[config.mk]
export PLATFORM = sky130hd
export DESIGN_NAME = cmult_stream
export DESIGN_NICKNAME = d
export VERILOG_FILES = /design/src/rtl/cmult_stream.sv
export SDC_FILE = /design/constraint.sdc
export NUM_CORES = 2
export LEC_CHECK = 0
export BUFFER_PORTS_ARGS = -buffer_cell sky130_fd_sc_hd__buf_4
export CORE_MARGIN = 5
export CORE_UTILIZATION = 30
export DETAILED_ROUTE_END_ITERATION = 10
export PLACE_DENSITY_LB_ADDON = 0.05
export SETUP_SLACK_MARGIN = 0.1
export SYNTH_ARGS = -nofsm -noshare
export SYNTH_HDL_FRONTEND = slang
export SYNTH_SLANG_ARGS = --single-unit
[constraint.sdc]
create_clock -name clk -period 12.1 [get_ports clk]
set_input_delay 1.21 -clock clk [delete_from_list [all_inputs] [get_ports clk]]
set_output_delay 1.21 -clock clk [all_outputs]
set_load 0.02 [all_outputs]
[src/rtl/cmult_stream.sv]
// cmult_stream: streaming fixed-point complex multiplier, p = a*b or a*conj(b).
//
// Four register stages (operands -> partial products -> rounded sums ->
// scaled/range-checked outputs) advance together under a single ready/valid
// handshake. Bubbles flow through as valid=0. Output fields hold their last
// value while out_valid is 0.
//
// Ports:
//   clk, rst            clock (rising edge), asynchronous active-low reset
//   in_valid/in_ready   input handshake; in_ready = !(out_valid & !out_ready)
//   in_conj, in_tag     per-sample conjugate select and sideband tag
//   ar, ai, br, bi      signed N-bit operand components, Q fractional bits
//   out_valid/out_ready output handshake
//   pr, pi, out_tag     result components and the matching tag
//   out_ovr             result left the N-bit range in pr or pi
//   clr_ovr, ovr_cnt    synchronous clear / saturating count of overflowed results
//
// Build option: define CMULT_STREAM_SAT_EN to saturate out-of-range components;
// otherwise they wrap to the low N bits of the scaled value.

module cmult_stream #(
   parameter int Q  = 8,
   parameter int N  = 16,
   parameter int TW = 4
) (
   input  logic                clk,
   input  logic                rst,
   input  logic                in_valid,
   output logic                in_ready,
   input  logic                in_conj,
   input  logic [TW-1:0]       in_tag,
   input  logic signed [N-1:0] ar,
   input  logic signed [N-1:0] ai,
   input  logic signed [N-1:0] br,
   input  logic signed [N-1:0] bi,
   output logic                out_valid,
   input  logic                out_ready,
   output logic signed [N-1:0] pr,
   output logic signed [N-1:0] pi,
   output logic [TW-1:0]       out_tag,
   output logic                out_ovr,
   input  logic                clr_ovr,
   output logic [15:0]         ovr_cnt
);

   // Full-precision width: N x (N+1) products summed without loss.
   localparam int W = 2*N + 2;
   localparam logic signed [W-1:0] RND = {{(W-1){1'b0}}, 1'b1} << (Q-1);

   // True when the scaled value is representable in N signed bits.
   function automatic logic fits_n(input logic signed [W-1:0] v);
      return (&v[W-1:N-1]) | ~(|v[W-1:N-1]);
   endfunction

   // Reduce a scaled value to N bits, saturating or wrapping.
   function automatic logic [N-1:0] reduce_n(input logic signed [W-1:0] v);
`ifdef CMULT_STREAM_SAT_EN
      if (fits_n(v)) begin
         return v[N-1:0];
      end else if (v[W-1]) begin
         return {1'b1, {(N-1){1'b0}}};
      end else begin
         return {1'b0, {(N-1){1'b1}}};
      end
`else
      return v[N-1:0];
`endif
   endfunction

   logic                adv_s;
   logic                v1_r, v2_r, v3_r;
   logic signed [N-1:0] ar1_r, ai1_r, br1_r, bi1_r;
   logic                conj1_r;
   logic [TW-1:0]       tag1_r, tag2_r, tag3_r;
   logic signed [N:0]   bi_ext_s, bin_s;
   logic signed [W-1:0] ar_w_s, ai_w_s, br_w_s, bin_w_s;
   logic signed [W-1:0] p_rr_r, p_ii_r, p_ri_r, p_ir_r;
   logic signed [W-1:0] sr_r, si_r;
   logic signed [W-1:0] shr_s, shi_s;

   // Whole pipeline moves unless a result is waiting on downstream.
   assign adv_s    = !(out_valid && !out_ready);
   assign in_ready = adv_s;

   // Conjugate select: negate bi at N+1 bits so -2^(N-1) stays exact, then sign-extend.
   always_comb begin
      bi_ext_s = {bi1_r[N-1], bi1_r};
      if (conj1_r) begin
         bin_s = -bi_ext_s;
      end else begin
         bin_s = bi_ext_s;
      end
      ar_w_s  = {{(W-N){ar1_r[N-1]}}, ar1_r};
      ai_w_s  = {{(W-N){ai1_r[N-1]}}, ai1_r};
      br_w_s  = {{(W-N){br1_r[N-1]}}, br1_r};
      bin_w_s = {{(W-N-1){bin_s[N]}}, bin_s};
      shr_s   = sr_r >>> Q;
      shi_s   = si_r >>> Q;
   end

   // Pipeline stages S1..S4 plus output registers.
   always_ff @(posedge clk or negedge rst) begin
      if (!rst) begin
         v1_r <= 1'b0; v2_r <= 1'b0; v3_r <= 1'b0;
         ar1_r <= '0; ai1_r <= '0; br1_r <= '0; bi1_r <= '0;
         conj1_r <= 1'b0;
         tag1_r <= '0; tag2_r <= '0; tag3_r <= '0;
         p_rr_r <= '0; p_ii_r <= '0; p_ri_r <= '0; p_ir_r <= '0;
         sr_r <= '0; si_r <= '0;
         out_valid <= 1'b0;
         pr <= '0; pi <= '0; out_tag <= '0; out_ovr <= 1'b0;
      end else if (adv_s) begin
         v1_r    <= in_valid;
         ar1_r   <= ar;
         ai1_r   <= ai;
         br1_r   <= br;
         bi1_r   <= bi;
         conj1_r <= in_conj;
         tag1_r  <= in_tag;

         v2_r   <= v1_r;
         tag2_r <= tag1_r;
         p_rr_r <= ar_w_s * br_w_s;
         p_ii_r <= ai_w_s * bin_w_s;
         p_ri_r <= ar_w_s * bin_w_s;
         p_ir_r <= ai_w_s * br_w_s;

         v3_r   <= v2_r;
         tag3_r <= tag2_r;
         sr_r   <= p_rr_r - p_ii_r + RND;
         si_r   <= p_ri_r + p_ir_r + RND;

         out_valid <= v3_r;
         // Output fields only change when a real sample lands, so they hold across bubbles.
         if (v3_r) begin
            pr      <= reduce_n(shr_s);
            pi      <= reduce_n(shi_s);
            out_tag <= tag3_r;
            out_ovr <= !(fits_n(shr_s) && fits_n(shi_s));
         end
      end
   end

   // Saturating count of delivered overflowed results; clear has priority.
   always_ff @(posedge clk or negedge rst) begin
      if (!rst) begin
         ovr_cnt <= 16'h0000;
      end else if (clr_ovr) begin
         ovr_cnt <= 16'h0000;
      end else if (out_valid && out_ready && out_ovr && (ovr_cnt != 16'hFFFF)) begin
         ovr_cnt <= ovr_cnt + 16'h0001;
      end
   end

endmodule

==> qor.txt <==
Starting density of the core = 30.14%
Final setup violation count = 0
Count of port buffers added during placement = 128
Routed Wire Length = 176500 um
Clk pin slew, worst setup/hold paths = 60 ps
Reg2Reg Depth = 26
Nets@finish = 7738
Adder-cell share of the synthesized area = 48.89%
Simple-gate area share of the yosys netlist = 15.62%
Crit-path slowest cell = fa_1
Synth Area in XOR/XNOR = 3.106%
Post-Syn Area = 55830 um^2
Complex-gate fraction of the synthesized area = 6.714%
Unrepaired setup endpoints after global routing = no
Critical path endpoint category = flip-flop
Tot GR Track Use = 18.52%
HP Start = tag2_r[3]$_DFFE_PN0N_
WHS Endpoint = tag3_r[3]$_DFFE_PN0N_
Tcrit/Tclk final = 72.71%
Initial DRT Pass Iterations = 5
CTS tree = built
CP delay by family, top = adder cells
H-tree depth = 2
Standard-cell rows = 158
Total CTS buffers = 49
First-pass GRT wire length = 272300 um
Hold Vio Cnt, Final = 0
Top cells by area, synth = fa_1 (39%), dfrtp_1 (14%), ha_1 (10%), inv_1 (8.7%), nand2_1 (6.7%)
Hold Crit Depth = 2
Most numerous cell in the Yosys netlist = inv_1
Fin Setup TNS = 0 ps
Number of warning messages in the yosys log = 0
Minimum clock period after layout = 8798 ps
Synth cell types = 70
Critical path buffer and inverter count = 4
Crit path launch type = flip-flop
Largest family of logic cells by synthesized area = adder cells
Clock buffer depth = 3
Register area share after synthesis = 14.16%
Vias in the first global route = 42800
Post-Syn Area per Cell = 9.067 um^2
Via count = 39770
R2r endpoint = p_ii_r[32]$_DFFE_PN0N_
Vias/cell = 4.596
CP Max Fanout = 32
Cells after synthesis = 6158
Critical path class = reg2reg
Die area = 194800 um^2
Status = finished, final reports clean
Post-DP HPWL = 136600 um
CP Data Required Time = 12600 ps
Most common cell on crit path = fa_1
Clk_lat worst skew = 680 ps
Top-area cell type share of the netlist area = 38.58%
Die H = 441.4 um
DR iter-0 viols = 2098
Register-to-register setup slack = 3300 ps
Min-delay worst type = reg2reg
Slowest stage delay, CP = 730 ps
Core area = 185200 um^2
Wire length per cell = 20.40 um
Layout area overhead = 9.923%
Antenna violations before repair = 15
Resize count post-CTS = 0
Critical Path AT = 9300 ps
CTS Hold Buffers Added = 0
Post-CTS Setup Inserts = 0
Root buffer cell = clkbuf_16
Max Cap Violations = 0
Slew Viols, Final = 0
Drt drc = 0
Final GP Congestion = 0.8124
Overflow after GRT = 0
Max frequency = 0.1137 GHz
Mux contribution to synthesized area = 0.8874%
Share of cells above drive strength 1 = 6.192%
Worst Skew = 50.25 ps
Yosys top cell by area = fa_1
Final-layout fill cell count = 19550
Number of routed nets with antenna violations = 0
Pin count of the biggest net entering global routing = 128
Tightest Pin Transition = 1189 ps
Clk sink count = 316
Die W = 441.4 um
Top Ports = 129
Dominant register cell in the synthesized netlist = dfrtp_1
#FFs+latches synth = 316
Ys async rst share = 100.0%
Min Hold Slack = 459.1 ps
Slew headroom = 20.35%
Most frequent cells after synthesis = inv_1 (1301), fa_1 (1076), nand2_1 (998)
Number of synthesized flops with an enable pin = 0
Syn nets = 7768
FF-to-FF Start = bi1_r[0]$_DFFE_PN0N_
worst max-delay path by stage:
stage,startpoint,to,slack [ps],depth (start not counted)
6_report,bi1_r[0]$_DFFE_PN0N_,p_ii_r[32]$_DFFE_PN0N_,3300,26
3_3_place_gp,bi1_r[0]$_DFFE_PN0N_,p_ii_r[32]$_DFFE_PN0N_,3440,26
5_1_grt,bi1_r[0]$_DFFE_PN0N_,p_ii_r[32]$_DFFE_PN0N_,2880,26
2_1_floorplan,bi1_r[0]$_DFFE_PN0N_,p_ri_r[21]$_DFFE_PN0N_,4590,28
3_5_place_dp,bi1_r[0]$_DFFE_PN0N_,p_ii_r[32]$_DFFE_PN0N_,3350,26
4_1_cts,bi1_r[0]$_DFFE_PN0N_,p_ii_r[32]$_DFFE_PN0N_,3300,26
logic make-up (layout without fill, tap and decap cells):
family,Yosys count,in the layout
buf+inv,1580,1591
other cells,0,4
flops,316,316
compound gates,604,604
xor+xnor,198,198
fa+ha+maj,1536,1536
mux,44,44
simple gates,1880,1880
per-layer routing:
metal | vias to the layer above | share of wire, % | GRT usage (%)
met3 | 123 | 3.9 | 2.041
met4 | 4 | 3.0 | 5.133
met2 | 630 | 46 | 29.74
li1 | 18530 | - | -
met1 | 20490 | 47 | 26.56
met5 | - | 0.014 | 0
stage by stage:
step	cells	worst slack, ps	util [%]	instance area [um^2]
after detailed placement	8557	3351	32.16	59560
after global routing	8650	2883	33.13	61370
after CTS	8649	3297	33.13	61370
after floorplan	6158	4590	-	55830
after global placement	8557	3440	32.16	59560
final	8653	3302	33.13	61380
cell type report:
| class | count | area [um^2] | share of cell area (%) |
|---|---|---|---|
| inverter | 1301 | 4891 | 7.969 |
| antenna | 4 | 10.01 | 0.01631 |
| timing repair buffer | 198 | 1531 | 2.495 |
| clock inverter | 35 | 505.5 | 0.8236 |
| tap | 2480 | 3103 | 5.056 |
| sequential | 316 | 7923 | 12.91 |
| multi-input combinational | 4262 | 42120 | 68.62 |
| clock buffer | 57 | 1296 | 2.112 |
flip-flops by register name, summed over array words and instances (netlist names), 26 cells and up:
name    cells
p_ir_r     32
si_r       26
p_ii_r     33
p_ri_r     33
p_rr_r     32
sr_r       26
layout by cell type, fill, tap and decap left out, drive strengths merged, types with 125 or more instances in the layout:
master,n
and2,432
nand2,998
xnor2,125
nor2,197
o21ai,146
a21oi,214
inv,1306
buf,198
ha,460
dfrtp,316
fa,1076
worst reg2reg max path, stage by stage (launching register included):
cell	delay, ps
dfrtp_1	410
inv_1	160
ha_1	180
nand2_1	70
or3_1	330
or2_2	340
nor2_1	120
nor2_1	40
mux2_2	550
nand2_1	300
fa_1	570
fa_1	730
inv_1	200
fa_1	490
fa_1	510
fa_1	490
inv_1	50
fa_1	470
inv_1	40
ha_1	360
a2111oi_0	680
o21ai_0	210
o32ai_1	710
o2111ai_1	220
a21oi_1	200
xnor2_1	130
o21ai_1	70
Power is left out: the tool's default activity adds up to more than one toggle a clock period on the data nets, which glitch-free logic cannot reach.
